===== config.mk =====
export PLATFORM = sky130hd
export DESIGN_NAME = ediv
export DESIGN_NICKNAME = d
export VERILOG_FILES = /design/src/rtl/ediv_pkg.sv /design/src/rtl/ediv_step.sv /design/src/rtl/ediv.sv
export SDC_FILE = /design/constraint.sdc
export NUM_CORES = 1
export LEC_CHECK = 0
export CORE_MARGIN = 4
export CORE_UTILIZATION = 55
export CTS_BUF_LIST = sky130_fd_sc_hd__clkbuf_2
export CTS_CLUSTER_SIZE = 14
export DETAILED_ROUTE_END_ITERATION = 8
export PLACE_DENSITY = 0.83
export SYNTH_ARGS = -nofsm -noshare
export SYNTH_HDL_FRONTEND = slang
export SYNTH_SLANG_ARGS = --single-unit

===== constraint.sdc =====
create_clock -name clock -period 5.2 [get_ports clock]
set_input_delay 0.78 -clock clock [delete_from_list [all_inputs] [get_ports clock]]
set_output_delay 0.78 -clock clock [all_outputs]
set_load 0.02 [all_outputs]

===== src/rtl/ediv_pkg.sv =====
// ediv_pkg -- shared definitions for the ediv restoring divider.
//   state_t            : controller states (IDLE, RUN, DONE)
//   DEF_DIVIDEND_W     : default dividend/quotient width
//   DEF_DIVISOR_W      : default divisor/remainder width
//   ITERS_R2/ITERS_R4  : RUN-cycle counts at default width per radix
//   run_cycles()       : RUN-cycle count for an arbitrary dividend width,
//                        selected by the EDIV_RADIX4_EN build macro
package ediv_pkg;

  typedef enum logic [1:0] {
    IDLE = 2'd0,
    RUN  = 2'd1,
    DONE = 2'd2
  } state_t;

  localparam int DEF_DIVIDEND_W = 16;
  localparam int DEF_DIVISOR_W  = 8;

  localparam int ITERS_R2 = DEF_DIVIDEND_W;
  localparam int ITERS_R4 = DEF_DIVIDEND_W / 2;

  function automatic int run_cycles(input int dividend_w);
`ifdef EDIV_RADIX4_EN
    return dividend_w / 2;
`else
    return dividend_w;
`endif
  endfunction

endpackage


===== src/rtl/ediv_step.sv =====
// ediv_step -- one combinational shift-compare-subtract step of a restoring
// divider.
//   rem_in  : current partial remainder (always < divisor)
//   bit_in  : next dividend bit shifted into the partial remainder
//   divisor : denominator
//   rem_out : partial remainder after the step (always < divisor)
//   qbit    : resulting quotient bit (1 = subtraction kept)
module ediv_step #(
  parameter int DIVISOR_W = 8
) (
  input  logic [DIVISOR_W-1:0] rem_in,
  input  logic                 bit_in,
  input  logic [DIVISOR_W-1:0] divisor,
  output logic [DIVISOR_W-1:0] rem_out,
  output logic                 qbit
);

  logic [DIVISOR_W:0]   shifted;
  logic [DIVISOR_W-1:0] diff_lo;
  logic                 borrow;

  assign shifted = {rem_in, bit_in};

  // The subtraction only needs the low DIVISOR_W bits: when the shifted MSB
  // is set the partial remainder already exceeds any divisor, and the true
  // difference is below the divisor, so its low bits are exact.
  assign {borrow, diff_lo} = {1'b0, shifted[DIVISOR_W-1:0]} - {1'b0, divisor};

  assign qbit    = shifted[DIVISOR_W] | ~borrow;
  assign rem_out = qbit ? diff_lo : shifted[DIVISOR_W-1:0];

endmodule


===== src/rtl/ediv.sv =====
// ediv -- iterative unsigned restoring divider.
//   clock     : single clock, rising edge
//   reset_n   : asynchronous active-low reset
//   start     : request a division (sampled only in IDLE)
//   dividend  : numerator, captured on an accepted start
//   divisor   : denominator, captured on an accepted start
//   quotient  : registered quotient (all ones on divide by zero)
//   remainder : registered remainder (dividend low bits on divide by zero)
//   busy      : high in RUN and DONE
//   done      : one-cycle pulse when results are valid
//   dbz       : divide-by-zero flag, valid with done
// Build option: define EDIV_RADIX4_EN to retire two quotient bits per cycle
// (two cascaded steps, DIVIDEND_W/2 RUN cycles; DIVIDEND_W must be even).
module ediv
  import ediv_pkg::*;
#(
  parameter int DIVIDEND_W = DEF_DIVIDEND_W,
  parameter int DIVISOR_W  = DEF_DIVISOR_W
) (
  input  logic                  clock,
  input  logic                  reset_n,
  input  logic                  start,
  input  logic [DIVIDEND_W-1:0] dividend,
  input  logic [DIVISOR_W-1:0]  divisor,
  output logic [DIVIDEND_W-1:0] quotient,
  output logic [DIVISOR_W-1:0]  remainder,
  output logic                  busy,
  output logic                  done,
  output logic                  dbz
);

  localparam int ITERS = run_cycles(DIVIDEND_W);
  localparam int CNT_W = $clog2(ITERS + 1);

  state_t state, state_nxt;
  logic [CNT_W-1:0]      cnt;

  // work holds unconsumed dividend bits at the top and collects quotient
  // bits at the bottom; after the last iteration it is the quotient.
  logic [DIVIDEND_W-1:0] work, work_nxt;
  logic [DIVISOR_W-1:0]  prem, prem_nxt;
  logic [DIVISOR_W-1:0]  dvsr;

  logic accept, zero_div, last;

  assign accept   = (state == IDLE) && start;
  assign zero_div = (divisor == '0);
  assign last     = (cnt == CNT_W'(ITERS - 1));

`ifdef EDIV_RADIX4_EN
  logic [DIVISOR_W-1:0] prem_mid;
  logic                 q_hi, q_lo;

  ediv_step #(.DIVISOR_W(DIVISOR_W)) u_step_hi (
    .rem_in  (prem),
    .bit_in  (work[DIVIDEND_W-1]),
    .divisor (dvsr),
    .rem_out (prem_mid),
    .qbit    (q_hi)
  );

  ediv_step #(.DIVISOR_W(DIVISOR_W)) u_step_lo (
    .rem_in  (prem_mid),
    .bit_in  (work[DIVIDEND_W-2]),
    .divisor (dvsr),
    .rem_out (prem_nxt),
    .qbit    (q_lo)
  );

  assign work_nxt = {work[DIVIDEND_W-3:0], q_hi, q_lo};
`else
  logic q_bit;

  ediv_step #(.DIVISOR_W(DIVISOR_W)) u_step (
    .rem_in  (prem),
    .bit_in  (work[DIVIDEND_W-1]),
    .divisor (dvsr),
    .rem_out (prem_nxt),
    .qbit    (q_bit)
  );

  assign work_nxt = {work[DIVIDEND_W-2:0], q_bit};
`endif

  always_comb begin
    state_nxt = state;
    case (state)
      IDLE:    if (start) state_nxt = zero_div ? DONE : RUN;
      RUN:     if (last)  state_nxt = DONE;
      DONE:    state_nxt = IDLE;
      default: state_nxt = IDLE;
    endcase
  end

  // Control and result registers: cleared immediately by reset.
  always_ff @(posedge clock or negedge reset_n) begin
    if (!reset_n) begin
      state     <= IDLE;
      cnt       <= '0;
      quotient  <= '0;
      remainder <= '0;
      dbz       <= 1'b0;
    end else begin
      state <= state_nxt;
      if (accept) begin
        cnt <= '0;
        dbz <= zero_div;
        if (zero_div) begin
          quotient  <= '1;
          remainder <= dividend[DIVISOR_W-1:0];
        end
      end else if (state == RUN) begin
        cnt <= cnt + 1'b1;
        if (last) begin
          quotient  <= work_nxt;
          remainder <= prem_nxt;
        end
      end
    end
  end

  // Working datapath: always reloaded on an accepted start, so no reset.
  always_ff @(posedge clock) begin
    if (accept) begin
      work <= dividend;
      prem <= '0;
      dvsr <= divisor;
    end else if (state == RUN) begin
      work <= work_nxt;
      prem <= prem_nxt;
    end
  end

  assign busy = (state != IDLE);
  assign done = (state == DONE);

endmodule


==> metrics, run 1 <==
outcome completed; Largest stage delay, worst path 870 ps; hold path endpoint prem[3]; CTS Buffer Depth 2; Core ar. about 0.0052 mm2; clock period minus worst slack 2742 ps; initial antenna violation count 0; mux contribution to synthesized area roughly 1.7%; Min-Delay Path Class reg -> reg; final worst-path cycle share around 53%; Slew Limit Headroom between 30% and 40%; TritonCTS buffer count 9; most used cell, CP buf_4; Async SR Flop Fraction 50.00%; Final setup viols 0; Initial Util between 50% and 60%; flop2flop setup slack 2530 ps; DRT antenna net count 0; vias in the first global route 2466; Adder-Cell Fraction of Synth Area approximately 4.8%; ys flop type dfrtp_1; Rows 26; Post-Syn Area around 0.0030 mm2; area leader, netlist dfrtp_1; clock skew around 16 ps; Via density 5.790; Worst Hold Launch prem[3]; hpwl dp 5.011 mm; VDD IR max between 0.0003 and 0.0004 V; gr usage total 23.27%; final slew viol count 0; detailed-route via count ~2400; post-synth cell types 55; fmax 0.3647 GHz; crit path buf inv count 4; FF+latch count, synth 64; CTS H-tree lvls 3; EDFF count, synth 24; PortBufs 53; Die Ht slightly above 80 um; crit end category register; layout cells sized above 1 under 10%; nets just under 400; XOR/XNOR Fraction of Synth Area less than 1%; Hold Path Depth 2; setup TNS 0 ps; WP data arrival 3130 ps; WS Path Type in -> reg; Gate Count Post-Synth 293; first-pass GRT wire length about 12 mm; root cell of the clock tree clkbuf_2; later-pin clock latency in the skew report between 400 and 500 ps; Die W between 80 and 90 um; clk slew on worst S/H paths about 190 ps; Reg-to-Reg Start state[1]; Fillers between 400 and 500; clock sink count between 60 and 70; pin count of the biggest net entering global routing 33; final WL about 7.1 mm; R2R depth 9; startpoint types input port; synthesized-area fraction occupied by and/or/nand/nor cells 15.41%; Overall Power 2.420 mW; TritonRoute pass-1 iters 5; Diodes inserted 0; GPL Wtd Cong roughly 0.86; remaining global-route overflow 0; Synth area leaders dfrtp_1 26%, edfxtp_1 24%, nand2_1 7.4%; Leak 1.538 nW; crit path max fanout 30; final number of hold-violating endpoints 0; CTS hold repair buffers 0; Mean Syn Cell Area approximately 10 um2; Worst R2R End remainder[6]; Top Family by Delay on Critical Path buffers and inverters; unrepaired setup endpoints after global routing false; Avg WL per Cell approximately 17 um; DRC viols 0; largest family of logic cells by synthesized area compound AO/OA/AOI/OAI gates; post-cts resize count 0; post-synthesis sequential area ratio 55.24%; Synth Area in Compound Gates about 18%; synthesis-to-layout area growth 22.36%; Worst path depth 9; Post-Syn Nets ~330; max-cap viol count 0; critical path required time approximately 5600 ps; DRT iter0 DRCs 152; worst path cell trace clkdlybuf4s50_1 > nand2_1 > buf_4 > inv_1 > buf_4 > a32o_1 > nand3b_1 > o21ai_0 > a21oi_1; TritonCTS clock tree done; setup repair bufs after CTS 0; Worst Tran Pin Value approximately 970 ps; # IOs 54; crit path max-delay cell type a32o_1; share of the synthesized area in the top cell type roughly a quarter; Die Footprint approximately 0.0068 mm2; pwr/cell area roughly 650 mW/mm2; synth warn 0
-- layer usage --
layer,vias to the layer above,routed length (um),track usage (%)
met3,15,352,6.074
met2,78,3357,34.86
li1,1168,-,-
met4,0,164,8.970
met5,-,0,0
met1,1188,3195,32.38
-- logic make-up (layout without fill, tap and decap cells) --
logic type,count (synthesis),in the layout
multiplexers,5,5
flip-flops,64,64
XOR/XNOR,2,2
AND/OR/NAND/NOR,105,105
buffers and inverters,28,88
AO/OA/AOI/OAI,78,78
adder cells (fa/ha/maj),11,11
-- final cells by class --
class | instances | area, um2 | share of cell area, %
Sequential cell | 64 | 1682 | 45.15
Multi-Input combinational cell | 201 | 1245 | 33.42
Timing Repair Buffer | 57 | 560.5 | 15.05
Tap cell | 70 | 87.58 | 2.351
Inverter | 15 | 56.30 | 1.512
Clock inverter | 7 | 48.80 | 1.310
Clock buffer | 9 | 45.04 | 1.209
-- cells in the final DEF (no fill, tap or decap), types with 3 or more instances in the layout --
cell              n
nor2b_1           5
o31a_1            3
ha_1             10
a21oi_1          15
inv_1            15
clkbuf_2          9
nor3_1            4
o21ai_0          11
nor2_1           15
clkdlybuf4s50_1  53
dfxtp_1           8
edfxtp_1         24
dfrtp_1          32
buf_4             4
o21ai_1           7
o22a_1           15
clkinvlp_4        3
nand3_1           5
mux2i_1           3
nand2_1          60
nor4_1            4
o22ai_1           6
-- worst max path at each step --
stage	startpoint	to	slack [ps]
floorplan	work[15]	remainder[0]	3020
global placement	start	remainder[1]	2000
detailed placement	start	remainder[1]	1910
CTS	start	remainder[1]	2470
global route	state[1]	remainder[6]	2290
finish	start	remainder[6]	2460
-- synthesized netlist by cell type (4+ instances only) --
library cell  count
o21ai_1           7
ha_1             10
nor2_1           15
nor2b_1           5
dfrtp_1          32
dfxtp_1           8
nand3_1           5
nand2_1          60
inv_1            15
a21oi_1          15
nor3_1            4
o21ai_0          11
edfxtp_1         24
nor4_1            4
clkbuf_1          8
o22a_1           15
o22ai_1           6
-- flip-flops by register name, indices dropped and copies added, names as in the netlist --
signal / count
dbz: 1
prem: 8
quotient: 16
state: 2
work: 16
cnt: 5
dvsr: 8
remainder: 8
-- power by group --
part           leakage [nW]  internal, mW  total, mW  switching [mW]
clock network        0.0515        0.0613      0.248           0.187
registers             0.681         0.790      0.931           0.141
logic                 0.806         0.553       1.24           0.689
-- worst min-delay path, delay by kind of cell (launching register included) --
kind	cells	cell delay, ps
AO/OA/AOI/OAI	1	50
flip-flops	1	360
AND/OR/NAND/NOR	1	60
-- stage by stage --
| stage | hold slack [ps] | area (um2) | worst slack (ps) | std cells | util (%) |
|---|---|---|---|---|---|
| 2_1_floorplan | 446.6 | 3044 | 3022 | 293 | - |
| 3_3_place_gp | 464.8 | 3631 | 1996 | 407 | 69.33 |
| 3_5_place_dp | 477.0 | 3631 | 1908 | 407 | 69.33 |
| 4_1_cts | 499.5 | 3725 | 2473 | 423 | 71.12 |
| 5_1_grt | 528.3 | 3725 | 2290 | 423 | 71.12 |
| 6_report | 502.1 | 3725 | 2458 | 423 | 71.12 |
No activity file was read; power rests on OpenSTA's default activity.
==> run 2, diff against run 1 <==
--- a/config.mk
+++ b/config.mk
@@ -6,11 +6,11 @@
 export NUM_CORES = 1
 export LEC_CHECK = 0
 export CORE_MARGIN = 4
-export CORE_UTILIZATION = 55
+export CORE_UTILIZATION = 49
 export CTS_BUF_LIST = sky130_fd_sc_hd__clkbuf_2
 export CTS_CLUSTER_SIZE = 14
 export DETAILED_ROUTE_END_ITERATION = 8
-export PLACE_DENSITY = 0.83
+export PLACE_DENSITY = 0.78
 export SYNTH_ARGS = -nofsm -noshare
 export SYNTH_HDL_FRONTEND = slang
 export SYNTH_SLANG_ARGS = --single-unit
==> constraint.sdc (replaced) <==
create_clock -name clock -period 2.4 [get_ports clock]
set_input_delay 0.36 -clock clock [delete_from_list [all_inputs] [get_ports clock]]
set_output_delay 0.36 -clock clock [all_outputs]
set_load 0.02 [all_outputs]
==> run 2 against run 1 <==
  * Final cell count up 3.8%
  * Sequential power grew 120%
  * Register-to-register slack worse by 2400 ps
  * Wire length increased by 4.2%
  * Clock-buffer cell count stayed put
  * Via count rose by 4.0%
  * Flip-flop and latch count unchanged
  * Clock power rose by 110%
  * Critical path depth decreased by 1
  * Non-clock buffer count increased by 12
  * Critical path type is now reg -> reg
==> metrics, run 2 (synthesis gave the netlist of run 1 again) <==
detailed-route via count 2547; commonest non-fill, non-tap cells in the layout 60 x nand2_1, 53 x clkdlybuf4s50_1, 32 x dfrtp_1, 24 x edfxtp_1; Worst Tran Pin Value approximately 650 ps; Regs by FF count quotient x16, work x16; VDD IR max about 0.00074 V; Diodes inserted 0; worst path cell trace ha_4 > fa_2 > nor2b_4 > o31a_1 > o41ai_4 > buf_4 > or3_1 > a31oi_1; GPL Wtd Cong about 0.91; Final setup viols 0; worst slack, placed -8.949 ps; Largest stage delay, worst path 450 ps; Via density just under 6; fmax 0.4392 GHz; DRT iter0 DRCs approximately 170; Fin Hold WS approximately 240 ps; startpoint types register; first-pass GRT wire length ~12 mm; critical path required time 2830 ps; crit end category register; commonest non-fill, non-tap cell in the layout nand2_1; nets 398; pin count of the biggest net entering global routing 33; PortBufs 53; GRT met1 Usage between 20% and 30%; final WL between 7 and 8 mm; clock sink count 64; initial antenna violation count 0; placement-stage cell area between 0.003 and 0.004 mm2; Avg WL per Cell around 17 um; final slew viol count 0; Core ar. 0.005991 mm2; max-cap viol count 0; remaining global-route overflow 0; met3 usage 5.038%; Overall Power roughly 5.4 mW; synthesis-to-layout area growth 26.72%; crit path buf inv count 1; layout cells sized above 1 a little under an eighth; WS Path Type reg -> reg; Die W 86.82 um; Worst R2R End prem[5]; TritonCTS clock tree done; clock skew 24.31 ps; gr usage total around a fifth; Top Family by Delay on Critical Path adder cells; met2 Usage GRT between 30% and 40%; Leak around 1.6 nW; flop2flop setup slack between 100 and 150 ps; placed cell count between 400 and 500; Min-Delay Path Class in -> async; WP data arrival 2710 ps; Reg-to-Reg Start dvsr[0]; Worst path depth 8; TritonRoute pass-1 iters 4; CTS Buffer Depth 2; pwr/cell area roughly 1400 mW/mm2; setup TNS 0 ps; Die Ht 86.82 um; Slew Limit Headroom 56.81%; root cell of the clock tree clkbuf_2; later-pin clock latency in the skew report approximately 490 ps; DRT antenna net count 0; TritonCTS buffer count 9; non-filler instance count after layout 439; hpwl dp approximately 5.3 mm; vias in the first global route 2582; Rows 28; GRT Max-Usage Layer met2; crit path max-delay cell type edfxtp_1; unrepaired setup endpoints after global routing false; crit path max fanout 6; clk slew on worst S/H paths approximately 190 ps; final number of hold-violating endpoints 0; Die Footprint approximately 0.0075 mm2; final worst-path cycle share a little over nine tenths; R2R depth 8; post-route core utilization between 60% and 70%; Initial Util approximately half; outcome completed; # IOs 54; CTS H-tree lvls 3; Final WS setup about 120 ps; DRC viols 0; Design Area, Final just under 0.004 mm2; clock period minus worst slack ~2300 ps
==> run 2: cell count changes in the layout (fill, tap and decap cells not counted), sizes merged <==
cell    change
buf        +12
clkinv      -1
==> run 2: layer usage <==
layer,up-vias,wire length (um)
met5,-,0
met4,0,208
met3,20,523
met2,111,3473
met1,1230,3166
li1,1186,-
==> run 2: how the worst max path moves through the flow <==
stage,from,endpoint,slack (ps)
floorplan,work[15],remainder[0],220
global placement,work[15],remainder[0],70
detailed placement,work[15],remainder[0],-9
CTS,work[15],remainder[0],20
global route,dvsr[0],prem[5],10
finish,dvsr[0],prem[5],120
==> run 2: where the power goes <==
group	switching [mW]	internal [mW]	total [mW]	leakage [nW]
Combinational	1.54	1.33	2.87	0.869
Clock	0.393	0.124	0.517	0.0496
Sequential	0.315	1.71	2.02	0.681
==> run 2: layout make-up <==
type / instances / area, um2
multi-input combinational: 201 / 1280
clock buffer: 9 / 45.04
tap: 75 / 93.84
fill: 490 / 2133
inverter: 15 / 56.30
sequential: 64 / 1682
timing repair buffer: 69 / 663.1
clock inverter: 6 / 37.54
==> run 2: timing repair <==
action	in CTS	in global routing
pin swaps	0	2
hold buffers	0	0
resized for setup	1	7
endpoints found under the setup margin	7	12
buffers inserted	0	1
==> run 3, diff against run 2 <==
--- a/config.mk
+++ b/config.mk
@@ -5,7 +5,6 @@
 export SDC_FILE = /design/constraint.sdc
 export NUM_CORES = 1
 export LEC_CHECK = 0
-export CORE_MARGIN = 4
 export CORE_UTILIZATION = 49
 export CTS_BUF_LIST = sky130_fd_sc_hd__clkbuf_2
 export CTS_CLUSTER_SIZE = 14
==> run 3 against run 2 <==
  * Fmax decreased by 4.3%
  * Register-to-register slack got worse by 100 ps
  * Critical path depth increased by 1
  * Core utilization increased by 2.7 points
  * Combinational power increased by 7.3%
  * Die area decreased by 13%
  * First-iteration DRC count increased by 15%
  * Via count decreased by 2.5%
  * Global-route usage increased by 2.9 points
  * Final cell count increased by 1.1%
  * Final area increased by 3.6%
  * Total power increased by 10%
  * Highest routed layer unchanged
==> metrics, run 3 (synthesis gave the netlist of run 1 again) <==
outcome completed; Worst R2R End remainder[0]; commonest non-fill, non-tap cell in the layout nand2_1; R2R depth 9; pin count of the biggest net entering global routing 33; TritonCTS buffer count 9; CTS Buffer Depth 2; final worst-path cycle share between 90 and 100%; TritonCTS clock tree done; CTS hold repair buffers 0; first-pass GRT wire length roughly 11 mm; max-cap viol count 0; Regs by FF count quotient x16, work x16; DRC viols 0; Final setup viols 0; Core ar. ~0.0060 mm2; Avg WL per Cell ~17 um; Slew Limit Headroom 59.83%; initial antenna violation count 0; critical path required time around 2800 ps; VDD IR max about 0.00076 V; final WL around 7.5 mm; # IOs 54; Worst Tran Pin Value between 600 and 700 ps; WP data arrival 2820 ps; unrepaired setup endpoints after global routing true; nets around 400; hpwl dp 5.354 mm; root cell of the clock tree clkbuf_2; startpoint types register; Leak between 1.5 and 2 nW; final slew viol count 0; PortBufs 53; Die W approximately 80 um; post-route core utilization around two thirds; Die Ht 80.82 um; synthesis-to-layout area growth 31.32%; DRT iter0 DRCs between 150 and 200; Die Footprint between 0.006 and 0.007 mm2; storage element area 0.001683 mm2; commonest non-fill, non-tap cells in the layout 60 x nand2_1, 53 x clkdlybuf4s50_1, 32 x dfrtp_1, 24 x edfxtp_1, 18 x buf_4; area of the multi-input gates between 0.001 and 0.0015 mm2; Initial Util 51.11%; Fin Hold WS between 200 and 250 ps; gr usage total 24.24%; remaining global-route overflow 0; Min-Delay Path Class in -> async; Via density between 5 and 6; Rows 28; vias in the first global route about 2300; GPL Wtd Cong between 0.8 and 0.9; fmax between 0.4 and 0.5 GHz; layout cells sized above 1 14.09%; DRT antenna net count 0; TritonRoute pass-1 iters 4; Fillers approximately 480; pwr/cell area between 1000 and 1500 mW/mm2; crit path max fanout 3; flop2flop setup slack 20 ps; clock skew roughly 25 ps; clk slew on worst S/H paths approximately 200 ps; clock period minus worst slack 2380 ps; WS Path Type reg -> reg; later-pin clock latency in the skew report slightly above 500 ps; detailed-route via count roughly 2500; final number of hold-violating endpoints 0; clock sink count 64; Reg-to-Reg Start work[15]; crit end category register; CTS H-tree lvls 3; Diodes inserted 0
[run 3: cell types whose count changed in the layout (fill, tap and decap cells not counted), moves of 2 or more]
cell	previous run	this run
bufinv_16	0	3
clkinv_2	3	0
mux2i_2	0	2
mux2i_1	3	0
buf_4	15	18
clkinvlp_4	3	1
[run 3: worst max path at each step]
stage,start,end,slack [ps]
after global routing,work[15],remainder[0],-60
after detailed placement,work[15],prem[4],-70
after CTS,dvsr[0],prem[5],40
after floorplan,work[15],remainder[0],220
after global placement,work[15],remainder[0],140
final,work[15],remainder[0],20
[run 3: metrics by stage]
step / area, um2 / setup TNS, ps / power, mW / std cells / setup slack (ps)
after detailed placement: 3727 / -340.3 / 4.792 / 424 / -72.73
after global placement: 3727 / 0 / 4.704 / 424 / 138.6
final: 3998 / 0 / 5.970 / 444 / 19.92
after CTS: 3902 / 0 / 5.687 / 440 / 40.54
after floorplan: 3044 / 0 / 3.797 / 293 / 221.9
after global routing: 3998 / -151.8 / 6.334 / 444 / -60.37
[run 3: power breakdown]
part	total [mW]	internal, mW	switching, mW
clock network	0.866	0.451	0.415
logic	3.08	1.47	1.61
registers	2.02	1.71	0.311
total	5.97	3.64	2.33
[run 3: cell type report]
class	count	area share, %
Clock buffer	9	1.127
Timing Repair Buffer	73	17.43
Clock inverter	7	2.973
Sequential cell	64	42.10
Tap cell	75	2.347
Multi-Input combinational cell	201	32.61
Inverter	15	1.408
[run 3: metal layers]
layer  share of wire [%]  track usage [%]  vias to the layer above  wire [um]
met2                  49            38.40                       68       3618
met4                 2.0            10.18                        0        148
li1                    -                -                     1205          -
met3                 4.3            4.607                       15        323
met5                   0                0                        -          0
met1                  45            32.55                     1195       3364
[run 3: timing repair]
item | CTS | global route
resized for setup | 1 | 14
endpoints found under the setup margin | 9 | 11
pin swaps | 1 | 7
buffers inserted | 0 | 4
[run 3: worst max-delay path, stage by stage, from the launching register on]
cell and delay (ps):
edfxtp_1 420, inv_2 90, ha_4 140, fa_2 240
nor2b_4 50, o31a_1 320, o41ai_4 410, buf_4 190
mux2_4 310, a21oi_2 150
